File: config.mk
export PLATFORM = sky130hd
export DESIGN_NAME = pci_bus_arbiter
export DESIGN_NICKNAME = d
export VERILOG_FILES = /design/src/rtl/pci_bus_arbiter_pkg.sv /design/src/rtl/pci_bus_arbiter_rr_pick.sv /design/src/rtl/pci_bus_arbiter.sv
export SDC_FILE = /design/constraint.sdc
export NUM_CORES = 1
export LEC_CHECK = 0
export ABC_AREA = 1
export CELL_PAD_IN_SITES_DETAIL_PLACEMENT = 1
export CELL_PAD_IN_SITES_GLOBAL_PLACEMENT = 1
export CORE_MARGIN = 3
export CORE_UTILIZATION = 30
export DETAILED_ROUTE_END_ITERATION = 10
export PLACE_DENSITY = 0.63
export SYNTH_ARGS = -nofsm -noshare
export SYNTH_HDL_FRONTEND = slang
export SYNTH_HIERARCHICAL = 1
export SYNTH_SLANG_ARGS = --single-unit
File: constraint.sdc
create_clock -name Clock -period 7.3 [get_ports Clock]
set_clock_uncertainty 0.1 [all_clocks]
set_input_delay 1.095 -clock Clock [delete_from_list [all_inputs] [get_ports Clock]]
set_output_delay 1.095 -clock Clock [all_outputs]
set_load 0.02 [all_outputs]
File: src/rtl/pci_bus_arbiter_pkg.sv
// Shared definitions for the PCI bus arbiter: FSM state encoding and index-width helper.
// Latency: n/a (types and constant functions only).
// Backpressure: n/a.
package pci_bus_arbiter_pkg;

   typedef enum logic [1:0] {
      ST_PARK   = 2'd0,   // bus parked on PARK_MASTER, nobody requesting
      ST_SWITCH = 2'd1,   // one-cycle all-ones Gnt gap before handing over
      ST_GRANT  = 2'd2,   // Gnt asserted, waiting for the grantee to start
      ST_BUSY   = 2'd3    // transaction in flight on the shared bus
   } arb_state_t;

   // Width of a master index; never narrower than one bit.
   function automatic int idx_w(input int n);
      return (n > 1) ? $clog2(n) : 1;
   endfunction

endpackage

File: src/rtl/pci_bus_arbiter_rr_pick.sv
// Combinational round-robin picker over active-low request lines.
// Latency: purely combinational, zero cycles.
// Backpressure: none; result is valid whenever any request line is low.
//
// Ports:
//   req_n : active-low requests, bit i = master i
//   ptr   : last serviced master; search starts at ptr+1 and wraps
//   valid : at least one request is low
//   idx   : first requesting master found from ptr+1 upward
module pci_bus_arbiter_rr_pick
   import pci_bus_arbiter_pkg::*;
#(
   parameter  int NUM_MASTERS = 4,
   localparam int IDX_W       = idx_w(NUM_MASTERS)
) (
   input  logic [NUM_MASTERS-1:0] req_n,
   input  logic [IDX_W-1:0]       ptr,
   output logic                   valid,
   output logic [IDX_W-1:0]       idx
);

   // One extra bit so ptr+k (at most 2*NUM_MASTERS-1) never overflows before the wrap.
   localparam logic [IDX_W:0] N_L = (IDX_W+1)'(NUM_MASTERS);

   logic [IDX_W:0] w_cand;

   always_comb begin
      valid  = 1'b0;
      idx    = '0;
      w_cand = '0;
      // k runs 1..N so the current pointer holder is considered last.
      for (int k = 1; k <= NUM_MASTERS; k++) begin
         w_cand = {1'b0, ptr} + (IDX_W+1)'(k);
         if (w_cand >= N_L) begin
            w_cand = w_cand - N_L;
         end
         if (!valid && !req_n[w_cand[IDX_W-1:0]]) begin
            valid = 1'b1;
            idx   = w_cand[IDX_W-1:0];
         end
      end
   end

endmodule

File: src/rtl/pci_bus_arbiter.sv
// Central PCI bus arbiter: round-robin over active-low Req, single active-low Gnt, parking on PARK_MASTER.
// Latency: all outputs registered; a decision taken on edge N is visible right after edge N.
// Backpressure: never cuts a running transaction; Gnt is only withdrawn (never moved) while Frame/Irdy show a busy bus.
//
// Ports:
//   Clock   : bus clock, rising edge
//   RST     : synchronous active-low reset
//   Req     : active-low requests, bit i = master i (X/undriven treated as deasserted)
//   Frame   : active-low PCI Frame
//   Irdy    : active-low PCI Irdy
//   Gnt     : active-low grants, at most one bit low
//   Owner   : index of current/last grantee
//   BusIdle : registered Frame && Irdy
module pci_bus_arbiter
   import pci_bus_arbiter_pkg::*;
#(
   parameter  int NUM_MASTERS = 4,
   parameter  int PARK_MASTER = 0,
   parameter  int GNT_TIMEOUT = 16,
   localparam int IDX_W       = idx_w(NUM_MASTERS)
) (
   input  logic                   Clock,
   input  logic                   RST,
   input  logic [NUM_MASTERS-1:0] Req,
   input  logic                   Frame,
   input  logic                   Irdy,
   output logic [NUM_MASTERS-1:0] Gnt,
   output logic [IDX_W-1:0]       Owner,
   output logic                   BusIdle
);

   localparam int               TMR_W    = $clog2(GNT_TIMEOUT + 1);
   localparam logic [IDX_W-1:0] PARK_IDX = IDX_W'(PARK_MASTER);
   localparam logic [TMR_W-1:0] TMR_LAST = TMR_W'(GNT_TIMEOUT - 1);

   arb_state_t             r_state, w_state_nxt, w_arb_state;
   logic [IDX_W-1:0]       r_owner, w_owner_nxt, w_arb_owner;
   logic [IDX_W-1:0]       r_ptr, w_ptr_nxt;
   logic [TMR_W-1:0]       r_timer, w_timer_nxt;
   logic [NUM_MASTERS-1:0] r_gnt, w_gnt_nxt;
   logic                   r_bus_idle;

   logic [NUM_MASTERS-1:0] w_req_act;
   logic [NUM_MASTERS-1:0] w_req_n;
   logic                   w_idle;
   logic                   w_timeout;
   logic                   w_owner_req;
   logic                   w_other_req;
   logic [IDX_W-1:0]       w_pick_ptr;
   logic                   w_pick_vld;
   logic [IDX_W-1:0]       w_pick_idx;

   // Only a solid 0 counts as a request; X/Z fall into the else branch.
   always_comb begin
      w_req_act = '0;
      for (int i = 0; i < NUM_MASTERS; i++) begin
         if (Req[i] == 1'b0) begin
            w_req_act[i] = 1'b1;
         end else begin
            w_req_act[i] = 1'b0;
         end
      end
   end

   assign w_req_n     = ~w_req_act;
   assign w_idle      = Frame & Irdy;
   assign w_owner_req = w_req_act[r_owner];
   assign w_timeout   = (r_state == ST_GRANT) && w_idle && (r_timer == TMR_LAST);

   // On timeout the pointer moves to Owner in the same edge, so the search
   // must already start from Owner or the timed-out master would keep priority.
   assign w_pick_ptr = w_timeout ? r_owner : r_ptr;

   pci_bus_arbiter_rr_pick #(
      .NUM_MASTERS (NUM_MASTERS)
   ) u_rr_pick (
      .req_n (w_req_n),
      .ptr   (w_pick_ptr),
      .valid (w_pick_vld),
      .idx   (w_pick_idx)
   );

   // Common rearbitration target. Returning to park from another master goes
   // through SWITCH aimed at PARK_MASTER, so Gnt still gets its all-ones gap;
   // SWITCH then drops into PARK because the park master is not requesting.
   always_comb begin
      if (w_pick_vld) begin
         w_arb_state = ST_SWITCH;
         w_arb_owner = w_pick_idx;
      end else if (r_owner == PARK_IDX) begin
         w_arb_state = ST_PARK;
         w_arb_owner = PARK_IDX;
      end else begin
         w_arb_state = ST_SWITCH;
         w_arb_owner = PARK_IDX;
      end
   end

   always_comb begin
      w_state_nxt = r_state;
      w_owner_nxt = r_owner;
      w_ptr_nxt   = r_ptr;
      w_timer_nxt = '0;
      case (r_state)
         ST_PARK: begin
            // A parked master may start without requesting; follow it.
            if (!Frame) begin
               w_state_nxt = ST_BUSY;
               w_owner_nxt = PARK_IDX;
            end else if (w_pick_vld) begin
               w_owner_nxt = w_pick_idx;
               w_state_nxt = (w_pick_idx == PARK_IDX) ? ST_GRANT : ST_SWITCH;
            end
         end
         ST_SWITCH: begin
            // Requests arriving now wait for the next arbitration.
            if (w_owner_req) begin
               w_state_nxt = ST_GRANT;
            end else begin
               w_state_nxt = ST_PARK;
               w_owner_nxt = PARK_IDX;
            end
         end
         ST_GRANT: begin
            if (!Frame) begin
               w_state_nxt = ST_BUSY;
               w_ptr_nxt   = r_owner;
            end else if (w_timeout) begin
               w_ptr_nxt   = r_owner;
               w_state_nxt = w_arb_state;
               w_owner_nxt = w_arb_owner;
            end else if (!w_owner_req) begin
               w_state_nxt = w_arb_state;
               w_owner_nxt = w_arb_owner;
            end else if (w_idle) begin
               w_timer_nxt = r_timer + 1'b1;
            end else begin
               w_timer_nxt = r_timer;
            end
         end
         ST_BUSY: begin
            if (w_idle) begin
               if (w_pick_vld && (w_pick_idx == r_owner)) begin
                  w_state_nxt = ST_GRANT;
               end else begin
                  w_state_nxt = w_arb_state;
                  w_owner_nxt = w_arb_owner;
               end
            end
         end
         default: begin
            w_state_nxt = ST_PARK;
            w_owner_nxt = PARK_IDX;
         end
      endcase
   end

   // Gnt follows the state being entered. In BUSY the owner's Gnt is pulled
   // whenever someone else waits, so its latency timer ends the burst.
   always_comb begin
      w_gnt_nxt   = '1;
      w_other_req = |(w_req_act & ~(NUM_MASTERS'(1) << w_owner_nxt));
      case (w_state_nxt)
         ST_PARK:  w_gnt_nxt[PARK_IDX]    = 1'b0;
         ST_GRANT: w_gnt_nxt[w_owner_nxt] = 1'b0;
         ST_BUSY: begin
            if (!w_other_req) begin
               w_gnt_nxt[w_owner_nxt] = 1'b0;
            end
         end
         default: w_gnt_nxt = '1;
      endcase
   end

   // Reset drops Gnt immediately, even mid-transaction.
   always_ff @(posedge Clock) begin
      if (!RST) begin
         r_state    <= ST_PARK;
         r_owner    <= PARK_IDX;
         r_ptr      <= PARK_IDX;
         r_timer    <= '0;
         r_gnt      <= '1;
         r_bus_idle <= 1'b1;
      end else begin
         r_state    <= w_state_nxt;
         r_owner    <= w_owner_nxt;
         r_ptr      <= w_ptr_nxt;
         r_timer    <= w_timer_nxt;
         r_gnt      <= w_gnt_nxt;
         r_bus_idle <= w_idle;
      end
   end

   assign Gnt     = r_gnt;
   assign Owner   = r_owner;
   assign BusIdle = r_bus_idle;

endmodule

==> results.txt <==
* Status: completed
* Number of warning messages in the yosys log: 6
- Total detailed-routing wirelength: 3510 um
* Category of cells accounting for the largest share of critical-path delay: simple AND/OR/NAND/NOR gates
- The worst pin sits at a relative slew slack of 55.1%.
- The number of cells on the worst reg-to-reg path is 22.
- Post-synthesis share of cell area spent on full adders, half adders and majority gates: roughly 1.9%
- After detailed routing, the average wire length per cell comes to 12.4 um.
* Clock-pin slew on the worst setup and hold paths: approximately 0.070 ns
* Port Buffer Count: 14
- VDD IR max: 0.000115 V
- Total number of cells along the worst setup path: 21
* Fraction of the cycle the final worst path needs: 63.6%
* Reg-to-reg setup timing slack: 3.47 ns
- Before antenna repair, the detailed router went through 4 iterations.
- Number of antenna-violating nets in the routed design: 0
- Including well taps, the total number of placed cells is approximately 280.
* Sum of internal, switching and leakage power: 0.000569 W
* Post-placement worst setup slack: 2.38 ns
* Layout overhead on the synthesized area: 17.2%
- The via count of the first global-routing pass was 1,301.
- The first global-routing pass estimated 6140 um of wire.
* Leakage power: 0.750 nW
- The number of antenna violations at the first check in global routing was 0.
- Main area contributors after synthesis: dfxtp_1 (24%), nand2_1 (20%), nand2_2 (8.5%), inv_1 (7.9%), nor2_1 (5.4%)
- Synthesis produced a netlist with a net count of ~230.
- Hold buffer count at cts: 0
- The floorplan step defined a core boundary enclosing 4140 um2.
* Post-synthesis xor/xnor area fraction: 3.30%
- Of all cell types, the one taking the most synthesized area is dfxtp_1.
- Critical register-to-register path startpoint: r_timer[0]
* Post-Synthesis Mean Instance Area: ~6.2 um2
- For this run, the top clock speed supported by timing is approximately 0.22 GHz.
* Number of buffers and inverters on the critical path: 5
- The net count of the finished layout is 243.
- The worst setup path is launched from an input pin.
* Seq/Total Area, Yosys: 24.1%
- Following the worst setup path forward leads to its endpoint at Gnt[2].
- After clock tree synthesis, the setup repair step added 0 buffers.
- For this run, the slowest stage of the critical path takes approximately 0.63 ns.
- The number of failing hold endpoints at the final stage was 0.
* Remaining global-route overflow: 0
- The finished layout holds between 200 and 300 standard cells, fillers aside.
- The clock drives 16 sinks.
* Path class of the lowest-slack min-delay path: flip-flop to flip-flop
- The synthesized netlist contains 28 unique library cells.
* Max-Cap Viols: 0
- Setup violations remaining at the end of the flow were counted as 0.
- In this run the number of H-tree levels came out at 1.
- Synth Area in Compound Gates: 9.70%
* Post-layout minimum cycle time: 4.64 ns
* Detailed-route DRC error count: 0
- Cells with a size suffix above 1 make up between 10% and 20% of the layout.
- For this configuration, the core starts out at a cell density of 32.1%.
- Clock tree synthesis selected as its root buffer the cell clkbuf_8.
- Dominant combinational cell family by area after synthesis: simple AND/OR/NAND/NOR gates
- After layout, the worst setup slack is 2.66 ns.
- In this run the critical register-to-register path is captured at Gnt[2].
* Power per unit of standard cell area: 365 nW/um2
- The largest individual stage delay along the critical path comes from the cell clkdlybuf4s50_1.
- Post-CTS repair changed the size of 0 cells.
* Data required, critical path: 7.34 ns
* Data arrival time at the worst-slack endpoint: ~4.7 ns
* Max Slew Vio Count: 0
* Share of cell area taken by muxes after synthesis: 0%
* CP most frequent cell: nand2_1
- Antenna cells: 0
- Area of the die: roughly 5300 um2
* Unrepaired setup endpoints after global routing: no
- Critical path origin: Frame
- During I/O placement, the number of pins put on the boundary was 15.
- The congestion estimate from routability-driven global placement came to ~0.76.
* Critical Path Fanout Max: 7
- For this block, the initial DRC count from the detailed router was 63.
- In this run the core area contains 23 standard-cell rows.
* Synth Area in Simple Gates: 48.9%
- Netlist area before placement: 1330 um2
- Summed over all failing endpoints, the final setup total negative slack is 0 ns.
- Die X-Extent: just over 70 um
* Crit Path Category: input pin to flip-flop
- Buffers inserted during clock tree synthesis total 3.
- Floorplan die height: 72.6 um
- Total routing resource utilization after global routing: 14.9%
- Via count: 1,325
* Final HPWL DP: 2840 um
* Area share of the largest cell type after synthesis: 24.1%
- In the routed layout, each cell is associated on average with a via count of 4.70.
- Cell Chain, Critical Path: clkdlybuf4s50_1 -> nand2_2 -> clkinv_4 -> nand3_4 -> o21ai_0 -> inv_2 -> nand2_1 -> nand2_2 -> nand2_1 -> nand2_1 -> inv_1 -> nand3b_1 -> inv_1 -> a21oi_1 -> nor2_1 -> nand3b_1 -> nand2_1 -> nand2_1 -> nand2_1 -> o21ai_2 -> nand2_1
* Maximum clock path buffer count: 2
- Synth Instances: 216
- TritonCTS built the clock tree.
- Worst Max-Slew Pin Slew: about 0.67 ns
* Insertion delay to the later sink of the worst-skew pair: 0.25 ns
- Entering global routing, the biggest net connects 13 pins.
- STA classifies the critical path endpoint as a flip-flop.
- Number of storage elements in the synthesis netlist: 16
[layer usage]
layer  wire length, um  up-vias  GRT usage, %
met3                94        4          2.91
met4                29        0          4.30
li1                  -      701             -
met5                 0        -             0
met2              1570       13          22.3
met1              1810      607          21.6
[stage by stage]
step                hold slack (ns)  util (%)  instance area, um2
finish                        0.366      37.6                1560
global route                  0.396      37.6                1560
floorplan                     0.339         -                1330
detailed placement            0.362      36.3                1500
global placement              0.358      36.3                1500
CTS                           0.373      37.6                1560
[worst min-delay path by stage]
| stage | start | end | cells after the start |
|---|---|---|---|
| after floorplan | r_timer[4] | r_timer[4] | 2 |
| after global placement | r_timer[4] | r_timer[4] | 2 |
| after detailed placement | r_timer[4] | r_timer[4] | 2 |
| after CTS | r_timer[4] | r_timer[4] | 2 |
| after global routing | r_timer[4] | r_timer[4] | 2 |
| final | r_timer[4] | r_timer[4] | 2 |
[Yosys cell counts (all sizes together)]
| master | number |
|---|---|
| nand3 | 11 |
| or4 | 1 |
| or2 | 1 |
| nand3b | 3 |
| o21ai | 10 |
| xor2 | 5 |
| buf | 3 |
| inv | 31 |
| nor3 | 2 |
| a31oi | 1 |
| nor2 | 23 |
| nand4 | 3 |
| a21oi | 11 |
| o31ai | 1 |
| clkinv | 1 |
| dfxtp | 16 |
| ha | 2 |
| nand2 | 90 |
| o22ai | 1 |
[logic make-up (layout without fill, tap and decap cells)]
logic type | after synthesis | count (layout)
and+or+nand+nor | 134 | 134
buffers and inverters | 35 | 51
AOI/OAI and AO/OA | 24 | 24
DFF | 16 | 16
xor gates and xnor gates | 5 | 5
adders and majority gates | 2 | 2
[cell usage in the layout, fill, tap and decap left out, drive strengths merged, types with 2 or more instances in the layout]
| cell | count |
|---|---|
| clkdlybuf4s50 | 14 |
| clkbuf | 4 |
| nand2 | 90 |
| xor2 | 5 |
| a21oi | 11 |
| nand3b | 3 |
| nand3 | 11 |
| inv | 31 |
| ha | 2 |
| dfxtp | 16 |
| nor3 | 2 |
| o21ai | 10 |
| nor2 | 23 |
| nand4 | 3 |
[area by class of cell]
class | instances | area, um2
fillers | 575 | 2590
multi-input cells | 165 | 847
flip-flops and latches | 16 | 320
repair buffers | 15 | 148
inverters | 32 | 125
well taps | 50 | 62.6
clock buffers | 4 | 55.1
[power breakdown]
group / leakage [nW] / internal [W] / switching [W]
clock network: 0.0288 / 0.0000479 / 0.0000324
registers: 0.131 / 0.000105 / 0.0000215
logic: 0.590 / 0.000126 / 0.000236
[tightest hold or removal path: stages, from the launching register on]
cell	delay (ns)
dfxtp_1	0.31
nand2_1	0.06
a21oi_1	0.05
[sequential cells by signal (all words and copies together), names as in the netlist]
| register | count |
|---|---|
| Gnt | 4 |
| Owner | 2 |
| BusIdle | 1 |
| r_state | 2 |
| r_timer | 5 |
| r_ptr | 2 |
Note: power is estimated with default switching activity, not from simulation.
